<file path="src/rtl/fft_power_pkg.sv">
// Shared definitions for the FFT power pipeline: lane count, default widths,
// the lane power-word type and the frame accumulator state encoding.
package fft_power_pkg;

   localparam int unsigned LANES           = 4;
   localparam int unsigned DEF_DATA_WIDTH  = 53;
   localparam int unsigned DEF_INDEX_WIDTH = 11;
   localparam int unsigned DEF_ACC_WIDTH   = 64;

   typedef logic [DEF_DATA_WIDTH-1:0] power_word_t;

   typedef enum logic {
      IDLE,
      ACCUM
   } state_t;

endpackage

</file>
<file path="src/rtl/sat_acc_lane.sv">
// One lane of saturating frame accumulation. acc_next is the value the lane
// holds after this cycle, so the top can capture a frame total without delay.
module sat_acc_lane #(
   parameter int unsigned SUM_WIDTH = 54,
   parameter int unsigned ACC_WIDTH = 64
) (
   input  logic                 clk,
   input  logic                 rst_n,
   input  logic                 load,
   input  logic                 add,
   input  logic [SUM_WIDTH-1:0] beat_sum,
   output logic [ACC_WIDTH-1:0] acc_next
);

   logic [ACC_WIDTH-1:0] acc;
   logic [ACC_WIDTH:0]   sum_ext;
   logic [ACC_WIDTH:0]   total;

   // Carry out of the widened add means the lane overflowed; clamp to all-ones.
   always_comb begin
      sum_ext                = '0;
      sum_ext[SUM_WIDTH-1:0] = beat_sum;
      total                  = {1'b0, acc} + sum_ext;
      acc_next               = acc;
      if (load) begin
         acc_next = sum_ext[ACC_WIDTH-1:0];
      end else if (add) begin
         acc_next = total[ACC_WIDTH] ? '1 : total[ACC_WIDTH-1:0];
      end
   end

   always_ff @(posedge clk or negedge rst_n) begin
      if (!rst_n) begin
         acc <= '0;
      end else begin
         acc <= acc_next;
      end
   end

endmodule

</file>
<file path="src/rtl/power_frame_accumulator.sv">
// Sums per-lane power across one FFT frame and presents each completed frame
// through a one-deep valid/ready buffer; frames that cannot be buffered are dropped.
module power_frame_accumulator
   import fft_power_pkg::*;
#(
   parameter int unsigned DATA_WIDTH     = DEF_DATA_WIDTH,
   parameter int unsigned ACC_WIDTH      = DEF_ACC_WIDTH,
   parameter int unsigned INDEX_WIDTH    = DEF_INDEX_WIDTH,
   parameter int unsigned FRAME_LAST     = 1023,
   parameter int unsigned FRAME_ID_WIDTH = 16
) (
   input  logic                             clk,
   input  logic                             rst_n,
   input  logic                             in_valid,
   input  logic [LANES-1:0][DATA_WIDTH-1:0] in_col1,
   input  logic [LANES-1:0][DATA_WIDTH-1:0] in_col2,
   input  logic [INDEX_WIDTH-1:0]           in_index_col1,
   input  logic [INDEX_WIDTH-1:0]           in_index_col2,
   output logic                             out_valid,
   input  logic                             out_ready,
   output logic [LANES-1:0][ACC_WIDTH-1:0]  out_energy,
   output logic [FRAME_ID_WIDTH-1:0]        out_frame_id,
   output logic                             overrun,
   output logic                             sync_err
);

   localparam int unsigned SUM_WIDTH = DATA_WIDTH + 1;
   localparam logic [INDEX_WIDTH-1:0] LAST_INDEX = INDEX_WIDTH'(FRAME_LAST);
   localparam logic [INDEX_WIDTH-1:0] NEXT_AFTER_FIRST = INDEX_WIDTH'(1);

   state_t                          state, state_next;
   logic [INDEX_WIDTH-1:0]          expected, expected_next;
   logic [FRAME_ID_WIDTH-1:0]       frame_cnt;
   logic                            lane_load, lane_add, complete, sync_next, drain;
   logic [LANES-1:0][SUM_WIDTH-1:0] beat_sum;
   logic [LANES-1:0][ACC_WIDTH-1:0] acc_next;
   logic                            unused_index;

   assign unused_index = ^in_index_col2;
   assign drain        = out_valid && out_ready;

   for (genvar l = 0; l < LANES; l++) begin : g_lane
      assign beat_sum[l] = {1'b0, in_col1[l]} + {1'b0, in_col2[l]};

      sat_acc_lane #(
         .SUM_WIDTH (SUM_WIDTH),
         .ACC_WIDTH (ACC_WIDTH)
      ) u_lane (
         .clk      (clk),
         .rst_n    (rst_n),
         .load     (lane_load),
         .add      (lane_add),
         .beat_sum (beat_sum[l]),
         .acc_next (acc_next[l])
      );
   end

   always_ff @(posedge clk or negedge rst_n) begin
      if (!rst_n) begin
         state    <= IDLE;
         expected <= '0;
      end else begin
         state    <= state_next;
         expected <= expected_next;
      end
   end

   // A single-beat frame (FRAME_LAST of 0) completes on the same beat that starts it.
   always_comb begin
      state_next    = state;
      expected_next = expected;
      lane_load     = 1'b0;
      lane_add      = 1'b0;
      complete      = 1'b0;
      sync_next     = 1'b0;
      if (in_valid) begin
         unique case (state)
            IDLE: begin
               if (in_index_col1 == '0) begin
                  lane_load     = 1'b1;
                  expected_next = NEXT_AFTER_FIRST;
                  if (FRAME_LAST == 0) begin
                     complete = 1'b1;
                  end else begin
                     state_next = ACCUM;
                  end
               end
            end
            ACCUM: begin
               if (in_index_col1 == expected) begin
                  lane_add = 1'b1;
                  if (expected == LAST_INDEX) begin
                     complete   = 1'b1;
                     state_next = IDLE;
                  end else begin
                     expected_next = expected + 1'b1;
                  end
               end else if (in_index_col1 == '0) begin
                  sync_next     = 1'b1;
                  lane_load     = 1'b1;
                  expected_next = NEXT_AFTER_FIRST;
               end else begin
                  sync_next  = 1'b1;
                  state_next = IDLE;
               end
            end
            default: state_next = IDLE;
         endcase
      end
   end

   always_ff @(posedge clk or negedge rst_n) begin
      if (!rst_n) begin
         out_valid    <= 1'b0;
         out_energy   <= '0;
         out_frame_id <= '0;
         frame_cnt    <= '0;
         overrun      <= 1'b0;
         sync_err     <= 1'b0;
      end else begin
         overrun  <= 1'b0;
         sync_err <= sync_next;
         if (complete) begin
            frame_cnt <= frame_cnt + 1'b1;
            if (!out_valid || drain) begin
               out_valid    <= 1'b1;
               out_energy   <= acc_next;
               out_frame_id <= frame_cnt;
            end else begin
               overrun <= 1'b1;
            end
         end else if (drain) begin
            out_valid <= 1'b0;
         end
      end
   end

endmodule

</file>
<file path="config.mk">
export PLATFORM = sky130hd
export DESIGN_NAME = power_frame_accumulator
export DESIGN_NICKNAME = d
export VERILOG_FILES = /design/src/rtl/fft_power_pkg.sv /design/src/rtl/sat_acc_lane.sv /design/src/rtl/power_frame_accumulator.sv
export SDC_FILE = /design/constraint.sdc
export NUM_CORES = 2
export LEC_CHECK = 0
export CORE_MARGIN = 2
export CORE_UTILIZATION = 30
export DETAILED_ROUTE_END_ITERATION = 10
export SYNTH_ARGS = -nofsm -noshare
export SYNTH_HDL_FRONTEND = slang
export SYNTH_SLANG_ARGS = --single-unit
</file>
<file path="constraint.sdc">
create_clock -name clk -period 5.91 [get_ports clk]
set_clock_uncertainty 0.2 [all_clocks]
set_input_delay 1.182 -clock clk [delete_from_list [all_inputs] [get_ports clk]]
set_output_delay 1.182 -clock clk [all_outputs]
set_load 0.01 [all_outputs]
</file>
==> run metrics <==
Fillers 14880; overall power approximately 0.015 W; number of global-route vias before repair approximately 56000; f_max approximately 0.16 GHz; GR Util All Layers 0.2451; worst slew pin tran between 1 and 1.5 ns; Final min period 6.102 ns; crit path kind input pin to flop; final net count around 9300; Final Max Tran Viols 0; RSZ-0062 raised after global routing true; row cnt between 100 and 150; largest net degree at the start of global routing 140; Initial Utilization 0.3016; Overflow after GRT 0; Critical Path End Type flop; DP Cell Count 10210; syn_nets ~6900; clock power share 0.316; area share of the largest cell type after synthesis 0.2895; slew margin rel. 0.2830; Root Driver clkbuf_16; DRT Pass-1 Iters 6; synth warn 0; final setup fails approximately 280; die height slightly above 400 um; Max-Cap Viols 0; fin crit share 1.033; area of the core 160200 um2; I/O Buffers around 710; count leader, synth nand2_1; dpl cell area about 70000 um2; Flop pwr share 0.260; Finished Layout Cells about 11000; Min-Delay Path Class flop to flop; clock tree buffer depth 3; Final Hold Viols 0; Synth Flop Type dfrtp_1; largest area contributor in the netlist dfrtp_1; crit-path cells clkdlybuf4s50_1, ha_1, and2_4, o211ai_1, o2bb2ai_4, o31ai_4, o211ai_1, buf_4, a221o_1, nor3b_4, nor2_2, xnor2_2, ha_1, a21o_1, a21o_1, a21oi_4, nand2_2, a2111oi_4, nor2_2, a221o_1, a311oi_4, o21bai_2, xnor2_2, o32a_1; largest fanout on the critical path 4; Worst-path clk slew around 0.060 ns; Worst path depth 24; sw power roughly 0.0051 W; Post-synth EDFFs 0; Mapped Cells 6017; slowest CP cell a311oi_4; CP delay by family, top compound AO/OA/AOI/OAI gates; Sink Count 559; critical path endpoint out_energy[175]; CTS Buf Count 73; DR WL/cell around 20 um; post-layout instance area between 80000 and 90000 um2; Syn Std Cell Area 48320 um2; PnR worst setup slack -0.1923 ns; status finished with violations; first-pass GRT wire length approximately 320000 um; sequential area share after synthesis 0.2895; final WL 212300 um; # DRC 0; Mean Syn Cell Area between 8 and 9 um2; Yosys reg bits roughly 560; ys async rst share 1.000; # hold bufs at CTS 0; peak supply drop around 0.21 mV; CP Launch Type input pin; Leakage between 30 and 40 nW; H-tree Lvls 3; layout cells sized above 1 0.3553; internal power slightly below 0.01 W; CTS tree done; Sw Ratio 0.3450; Clk Latency, worst-skew pair 0.69 ns; Vias 55180; Die Area around 160000 um2; Worst R2R Setup Slack approximately 1.7 ns; combinational power share 0.424; CP arrival 6.46 ns; CP max stage delay about 0.45 ns; FF-to-FF Start g_lane[1].u_lane.acc[0]; Yosys cell types just under 100; Reg2Reg Depth 16; Die X 405.3 um; initial antenna violation count 6; crit path launch in_col2[113]; synth top area cells dfrtp_1, ha_1, nand2_1; fin util 0.5050; Worst EP required roughly 6.3 ns; failing checks setup timing; gpl congestion roughly 0.9; synthesis-to-layout area growth 67.42%; DR vias/cell between 5 and 6; Final ANT Viol Nets 0; r2r endpoint out_energy[67]; most frequent cells after synthesis nand2_1, a21oi_1, dfrtp_1; crit path buf inv count 2; hpwl dp around 160000 um; pwr dens around 180 nW/um2; Iteration-0 DRC Markers 3227; IO Pins 725
[through the flow]
stage	hold slack [ns]	setup slack [ns]	setup TNS, ns
floorplan	0.2415	-0.1363	-11.28
global placement	0.2556	-1.645	-652.59
detailed placement	0.2618	-1.789	-703.54
CTS	0.2731	-0.1591	-12.49
global route	0.2967	-0.4211	-92.44
finish	0.2711	-0.1923	-16.29
[layer usage]
| metal | share of wire | wire length (um) | vias to the layer above | GRT usage |
|---|---|---|---|---|
| met4 | 0.037 | 7884 | 4 | 0.08589 |
| li1 | - | - | 26570 | - |
| met3 | 0.072 | 15380 | 334 | 0.06101 |
| met5 | 0.000099 | 21 | - | 0 |
| met1 | 0.42 | 89480 | 26720 | 0.3046 |
| met2 | 0.47 | 99500 | 1550 | 0.4104 |
[registers in the layout, summed over array words and instances (netlist names)]
name / cells
overrun: 1
out_valid: 1
g_lane.u_lane.acc: 256
state: 1
out_frame_id: 16
expected: 11
frame_cnt: 16
sync_err: 1
out_energy: 256
[kinds of logic after synthesis]
logic type,count (synthesis),share of synthesized area
adder cells (fa/ha/maj),470,0.1229
AND/OR/NAND/NOR,2031,0.1856
flip-flops,559,0.2895
AO/OA/AOI/OAI,2073,0.2784
buffers and inverters,390,0.03185
XOR/XNOR,443,0.08030
multiplexers,51,0.01145
[cells in the final DEF (no fill, tap or decap), drive strengths merged, types with 26 or more instances in the layout]
cell	netlist	layout
nor3	73	73
buf	48	1871
clkdlybuf4s50	0	553
a221o	35	35
dfrtp	559	559
a31oi	59	59
xor2	175	175
o21bai	82	82
o21a	54	54
and2	33	33
inv	98	101
dlygate4sd2	0	44
o31ai	41	41
o211ai	48	48
nand3	144	144
nand2b	39	39
nor2	513	513
a21o	285	285
and3	58	58
dlymetal6s2s	0	41
o221ai	71	71
a21boi	26	26
clkbuf	244	126
nand2	915	917
a21oi	567	567
ha	462	462
o22ai	29	29
a211oi	51	51
o21ai	545	545
xnor2	268	268
mux2	34	34
nor2b	47	47
nand4	111	111
nor4	28	28
[worst min-delay path by stage]
stage	startpoint	cells past startpoint	end	slack [ns]
after global placement	out_energy[217]	2	out_energy[217]	0.26
after floorplan	frame_cnt[15]	1	frame_cnt[15]	0.24
after CTS	frame_cnt[15]	1	frame_cnt[15]	0.27
after global routing	out_energy[215]	2	out_energy[215]	0.30
after detailed placement	out_energy[218]	2	out_energy[218]	0.26
final	frame_cnt[15]	1	frame_cnt[15]	0.27
[power groups by stage]
stage	combinational (W)	sequential, W	clock, W
2_1_floorplan	0.00268	0.00392	0
3_3_place_gp	0.00542	0.00393	0
3_5_place_dp	0.00545	0.00393	0
4_1_cts	0.00588	0.00386	0.00481
5_1_grt	0.00680	0.00386	0.00496
6_report	0.00630	0.00386	0.00470
[layout make-up]
cell class                 count  area (um2)  area share
multi-input combinational   5070       39500      0.4882
timing repair buffer        2555       21880      0.2705
sequential                   559       13990      0.1729
tap                         2160        2703     0.03341
clock buffer                  91        2047     0.02530
clock inverter                37       405.4    0.005011
inverter                      98       367.9    0.004547
antenna                        2       5.005  0.00006187
[timing repair]
item / 4_1_cts / 5_1_grt
resized for setup: 898 / 656
setup buffers: 159 / 84
pin swaps: 441 / 376
gates cloned: 7 / 2
endpoints found under the setup margin: 512 / 512
(Power assumes the default switching activity.)
